`src/rtl/fabric_port_arbiter_pkg.sv`:
```
// Shared OCP command/response encodings used by the fabric port arbiter and
// its neighbours on the port demux.
package fabric_port_arbiter_pkg;

    localparam logic [2:0] OCP_MCMD_IDLE = 3'b000;
    localparam logic [2:0] OCP_MCMD_WR   = 3'b001;
    localparam logic [2:0] OCP_MCMD_RD   = 3'b010;

    localparam logic [1:0] OCP_SRESP_NULL = 2'b00;
    localparam logic [1:0] OCP_SRESP_DVA  = 2'b01;
    localparam logic [1:0] OCP_SRESP_ERR  = 2'b11;

    // Any non-IDLE encoding, reserved ones included, counts as a request.
    function automatic logic ocp_is_req(input logic [2:0] cmd);
        return cmd != OCP_MCMD_IDLE;
    endfunction

endpackage

```
`src/rtl/fabric_port_arbiter.sv`:
```
// Two-master (instruction/data) arbiter for one OCP fabric port: parks on the
// last owner, holds the port from command issue to response, round-robins on contention.
module fabric_port_arbiter
    import fabric_port_arbiter_pkg::*;
#(
    parameter int WAIT_MAX  = 64,
    parameter int CNT_WIDTH = 8
) (
    input  logic       clk,
    input  logic       rst,
    input  logic [2:0] i_I_MCmd,
    input  logic [2:0] i_D_MCmd,
    input  logic       i_P_SCmdAccept,
    input  logic [1:0] i_P_SResp,
    output logic       o_select,
    output logic       o_busy,
    output logic       o_timeout
);

    typedef enum logic [1:0] {
        ST_IDLE = 2'd0,
        ST_CMD  = 2'd1,
        ST_RESP = 2'd2
    } state_t;

    localparam logic [CNT_WIDTH-1:0] LP_WAIT_LAST = CNT_WIDTH'((WAIT_MAX > 0) ? WAIT_MAX - 1 : 0);
    localparam logic [CNT_WIDTH-1:0] LP_WAIT_SAT  = '1;
    localparam logic                 LP_TMO_EN    = (WAIT_MAX != 0);

    state_t               r_state, w_state_nxt;
    logic                 r_select, w_select_nxt;
    logic                 r_timeout, w_timeout_nxt;
    logic [CNT_WIDTH-1:0] r_wait;

    logic w_sel_req, w_oth_req, w_resp, w_wait_last;

    assign w_sel_req   = ocp_is_req(r_select ? i_I_MCmd : i_D_MCmd);
    assign w_oth_req   = ocp_is_req(r_select ? i_D_MCmd : i_I_MCmd);
    assign w_resp      = (i_P_SResp != OCP_SRESP_NULL);
    assign w_wait_last = LP_TMO_EN && (r_wait == LP_WAIT_LAST);

    always_ff @(posedge clk) begin
        if (rst) begin
            r_state   <= ST_IDLE;
            r_select  <= 1'b0;
            r_timeout <= 1'b0;
        end else begin
            r_state   <= w_state_nxt;
            r_select  <= w_select_nxt;
            r_timeout <= w_timeout_nxt;
        end
    end

    // Held at zero outside RESP so every RESP entry starts counting from zero.
    always_ff @(posedge clk) begin
        if (rst || r_state != ST_RESP)
            r_wait <= '0;
        else if (LP_TMO_EN && !w_resp && r_wait != LP_WAIT_SAT)
            r_wait <= r_wait + 1'b1;
    end

    always_comb begin
        w_state_nxt   = r_state;
        w_select_nxt  = r_select;
        w_timeout_nxt = 1'b0;
        unique case (r_state)
            ST_IDLE: begin
                if (w_sel_req) begin
                    w_state_nxt = i_P_SCmdAccept ? ST_RESP : ST_CMD;
                end else if (w_oth_req) begin
                    w_state_nxt  = ST_CMD;
                    w_select_nxt = ~r_select;
                end
            end
            ST_CMD: begin
                if (!w_sel_req)
                    w_state_nxt = ST_IDLE;
                else if (i_P_SCmdAccept)
                    w_state_nxt = ST_RESP;
            end
            ST_RESP: begin
                // A response arriving on the last wait cycle beats the timeout.
                if (w_resp) begin
                    if (w_oth_req) begin
                        w_state_nxt  = ST_CMD;
                        w_select_nxt = ~r_select;
                    end else begin
                        w_state_nxt = ST_IDLE;
                    end
                end else if (w_wait_last) begin
                    w_state_nxt   = ST_IDLE;
                    w_timeout_nxt = 1'b1;
                end
            end
            default: w_state_nxt = ST_IDLE;
        endcase
    end

    assign o_select  = r_select;
    assign o_busy    = (r_state != ST_IDLE);
    assign o_timeout = r_timeout;

endmodule

```
`config.mk`:
```
export PLATFORM = sky130hd
export DESIGN_NAME = fabric_port_arbiter
export DESIGN_NICKNAME = d
export VERILOG_FILES = /design/src/rtl/fabric_port_arbiter_pkg.sv /design/src/rtl/fabric_port_arbiter.sv
export SDC_FILE = /design/constraint.sdc
export NUM_CORES = 1
export LEC_CHECK = 0
export CORE_UTILIZATION = 28
export CTS_CLUSTER_SIZE = 10
export DETAILED_ROUTE_END_ITERATION = 8
export PLACE_DENSITY = 0.57
export SYNTH_ARGS = -nofsm -noshare
export SYNTH_HDL_FRONTEND = slang
export SYNTH_SLANG_ARGS = --single-unit
```
`constraint.sdc`:
```
create_clock -name clk -period 1.64 [get_ports clk]
set_input_delay 0.164 -clock clk [delete_from_list [all_inputs] [get_ports clk]]
set_output_delay 0.164 -clock clk [all_outputs]
set_load 0.05 [all_outputs]
```
==> impl_metrics.csv <==
group,metric,value,unit
sta,worst-slew-pin-transition,0.487,ns
cts,worst_skew_late_latency,0.27,ns
sta,fin_worst_skew,0.00341,ns
logic_synthesis,synth_warnings,0,
setup_path,timing.critical_path.slowest_stage_cell,"sky130_fd_sc_hd__clkdlybuf4s50_1",
logic_synthesis,yosys.area.top_type,"sky130_fd_sc_hd__dfxtp_1",
logic_synthesis,synthDominantCellAreaShare,36.0,%
sta,final.period_utilization,92.8,%
route,vias_per_cell,5.19,
cts,cts.reportedPaths.clkPinSlew,0.07,ns
global_route,grt_pass1_wl,2650,µm
cts,tritoncts.num_buffers,3,
setup_path,path_cells,"clkdlybuf4s50_1",
setup_path,startpoint_type,"flip-flop",
logic_synthesis,postSynth.topFlopCell,"sky130_fd_sc_hd__dfxtp_1",
logic_synthesis,synthXorXnorAreaFrac,2.63,%
die,die_area,2580,µm²
logic_synthesis,synthArstFlopShare,0,%
run,cap_viol_max_count,0,
setup_path,cp_data_required_time,1.48,ns
layout,insertedDiodeCount,0,
cts,holdBufCountCts,0,
sta,timing.final.setup_violations,0,
cts,clock_sink_count,12,
setup_path,critPathMaxFanout,1,
global_route,grt_max_degree,8,
route,detailroute.via_count,664,
layout,final_layout_size_suffix_gt1_share,20.0,%
logic_synthesis,ys_top_cells_by_area,"sky130_fd_sc_hd__dfxtp_1 36%, sky130_fd_sc_hd__nor3_1 6.0%, sky130_fd_sc_hd__a21oi_1 5.3%",
setup_path,critical_path_class,"reg -> out",
sta,hold_viol_final,0,
die,die_width,50.8,µm
logic_synthesis,synth_fa_ha_area_share,1.88,%
setup_path,worst_path_largest_cell_delay,0.79,ns
cts,cts.path.max_buffers,2,
layout,final_net_count,114,
setup_path,cp_num_buf_inv,1,
sta,rsz0062_at_grt,"false",
layout,flow.area_growth_from_synthesis,36.0,%
placement,port_buffers,13,
sta,slew_headroom,67.4,%
cts,post_cts_buffers,0,
logic_synthesis,syn_nets,90,
logic_synthesis,synth_edf_count,0,
route,drt_iter0_markers,6,
logic_synthesis,synth.most_common_cell,"sky130_fd_sc_hd__dfxtp_1",
placement,routabilityCongestion,0.769,
setup_path,timing.critical_path.max_delay_family,"buffers and inverters",
pwr,irDropWorstVdd,0.456,mV
route,detailedRoute.firstPassIterationCount,4,
logic_synthesis,compound_gate_portion_of_the_synthesized_area,24.2,%
logic_synthesis,synth_area,667,µm²
die,fp.dieH,50.8,µm
route,remaining_drc_errors,0,
cts,ctsResizeCount,0,
global_route,grt_overflow_total,0,
die,core,2230,µm²
sta,timing.final.crit_period,1.52,ns
die,floorplan.initialDensity,29.9,%
die,floorplan.rows,17,
logic_synthesis,synth_simple_gate_area_share,31.3,%
status,run_status,"completed",
logic_synthesis,syn_avg_cell_area,8.55,µm²
logic_synthesis,synth_seq_area_share,36.0,%
layout,filler_cell_count,232,
sta,max_clock_freq,0.657,GHz
pwr,powerDensity,685,nW/µm²
route,drt.antenna.violating_nets,0,
logic_synthesis,post_synth_mux_area_share,1.50,%
route,post_drt_wl_per_cell,11.6,µm
logic_synthesis,synth.top_cells.by_count,"12 x sky130_fd_sc_hd__dfxtp_1, 8 x sky130_fd_sc_hd__nor3_1, 7 x sky130_fd_sc_hd__a21oi_1, 6 x sky130_fd_sc_hd__o21ai_0, 5 x sky130_fd_sc_hd__nor2_1",
global_route,grt_pass1_vias,639,
logic_synthesis,post_synth_inst_count,78,
logic_synthesis,synth_top_family_by_area,"simple AND/OR/NAND/NOR gates",
placement,minimum_setup_slack_after_placement,-0.00104,ns
min_path,worstHoldPathType,"in -> reg",
cts,cts_tree,"yes",
global_route,antenna_found_initial,0,
pwr,leakage,0.313,nW
die,ioPinCount,14,
cts,number_of_levels_in_the_clock_h_tree,1,
global_route,track_usage,13.5,%
layout,stdcell_area,907,µm²
setup_path,worst-endpoint-arrival,1.36,ns
logic_synthesis,synthDistinctLibCells,31,
setup_path,crit_path_end_kind,"primary output",
placement,placed_cell_area,875,µm²
cts,ctsRootBufferMaster,"sky130_fd_sc_hd__clkbuf_4",
route,wl,1480,µm
placement,dpl.hpwl,1160,µm
sta,postLayoutSetupSlackWorst,0.118,ns
sta,drv_slew,0,
logic_synthesis,ys_seq_elements,12,
==> where the power goes <==
group,internal [mW],switching [mW],total [mW]
Combinational,0.0648,0.0696,0.134
Sequential,0.299,0.0109,0.310
Clock,0.0848,0.0925,0.177
==> layer usage <==
| metal | track usage, % | routed length [µm] | vias up |
|---|---|---|---|
| li1 | - | - | 346 |
| met5 | 0 | 0 | - |
| met2 | 22.9 | 723 | 15 |
| met1 | 15.9 | 676 | 301 |
| met3 | 3.33 | 72 | 2 |
| met4 | 5.56 | 10 | 0 |
==> state kept, by name, summed over array words and instances, names as in the netlist <==
name       count
r_wait         8
o_timeout      1
r_state        2
o_select       1
==> final cells by class <==
type | instances | area, µm² | share of cell area [%]
multi-input combinational | 62 | 417 | 45.9
sequential | 12 | 240 | 26.5
timing repair buffer | 20 | 181 | 20.0
tap | 28 | 35.0 | 3.86
clock buffer | 3 | 22.5 | 2.48
inverter | 3 | 11.3 | 1.24
==> tightest hold or removal path, stage by stage <==
cell and delay (ns):
sky130_fd_sc_hd__clkdlybuf4s50_1 0.44, sky130_fd_sc_hd__nand2_1 0.07, sky130_fd_sc_hd__a21oi_1 0.05
==> stage by stage <==
| step | setup TNS (ns) | power, mW | hold WS [ns] | util [%] | cells |
|---|---|---|---|---|---|
| global placement | 0 | 0.449 | 0.501 | 39.2 | 125 |
| detailed placement | -0.00104 | 0.450 | 0.494 | 39.2 | 125 |
| finish | 0 | 0.622 | 0.516 | 40.6 | 128 |
| CTS | 0 | 0.629 | 0.508 | 40.2 | 128 |
| floorplan | 0 | 0.391 | 0.233 | - | 78 |
| global route | 0 | 0.653 | 0.542 | 40.6 | 128 |
==> cell families after synthesis <==
family,after synthesis
AO/OA/AOI/OAI,24
buffers and inverters,4
flip-flops,12
AND/OR/NAND/NOR,34
multiplexers,1
adder cells (fa/ha/maj),1
XOR/XNOR,2
==> path summary, 6_finish.rpt <==
check | from | to | slack, ns | cells past startpoint
min | i_P_SCmdAccept | r_state[1] | 0.52 | 3
max | o_timeout | o_timeout | 0.12 | 1
min reg2reg | r_wait[5] | r_wait[5] | 0.52 | 2
max reg2reg | r_wait[1] | o_timeout | 0.16 | 5
==> cells in the final DEF, fill, tap and decap left out, drive strengths merged <==
cell	n
nor4b	1
a31oi	3
a311oi	1
xor2	2
and2	1
clkbuf	3
o311ai	1
or2	1
or3	5
dfxtp	12
inv	3
o21ai	6
o21bai	1
ha	1
a211oi	1
buf	9
nor2	6
nand3	3
and3	1
clkdlybuf4s50	11
nor4	2
a2bb2oi	1
mux2i	1
nor3	8
o31ai	3
a21oi	7
nand2b	1
or4	1
nand2	4
Power figures use the tool's default switching activity.
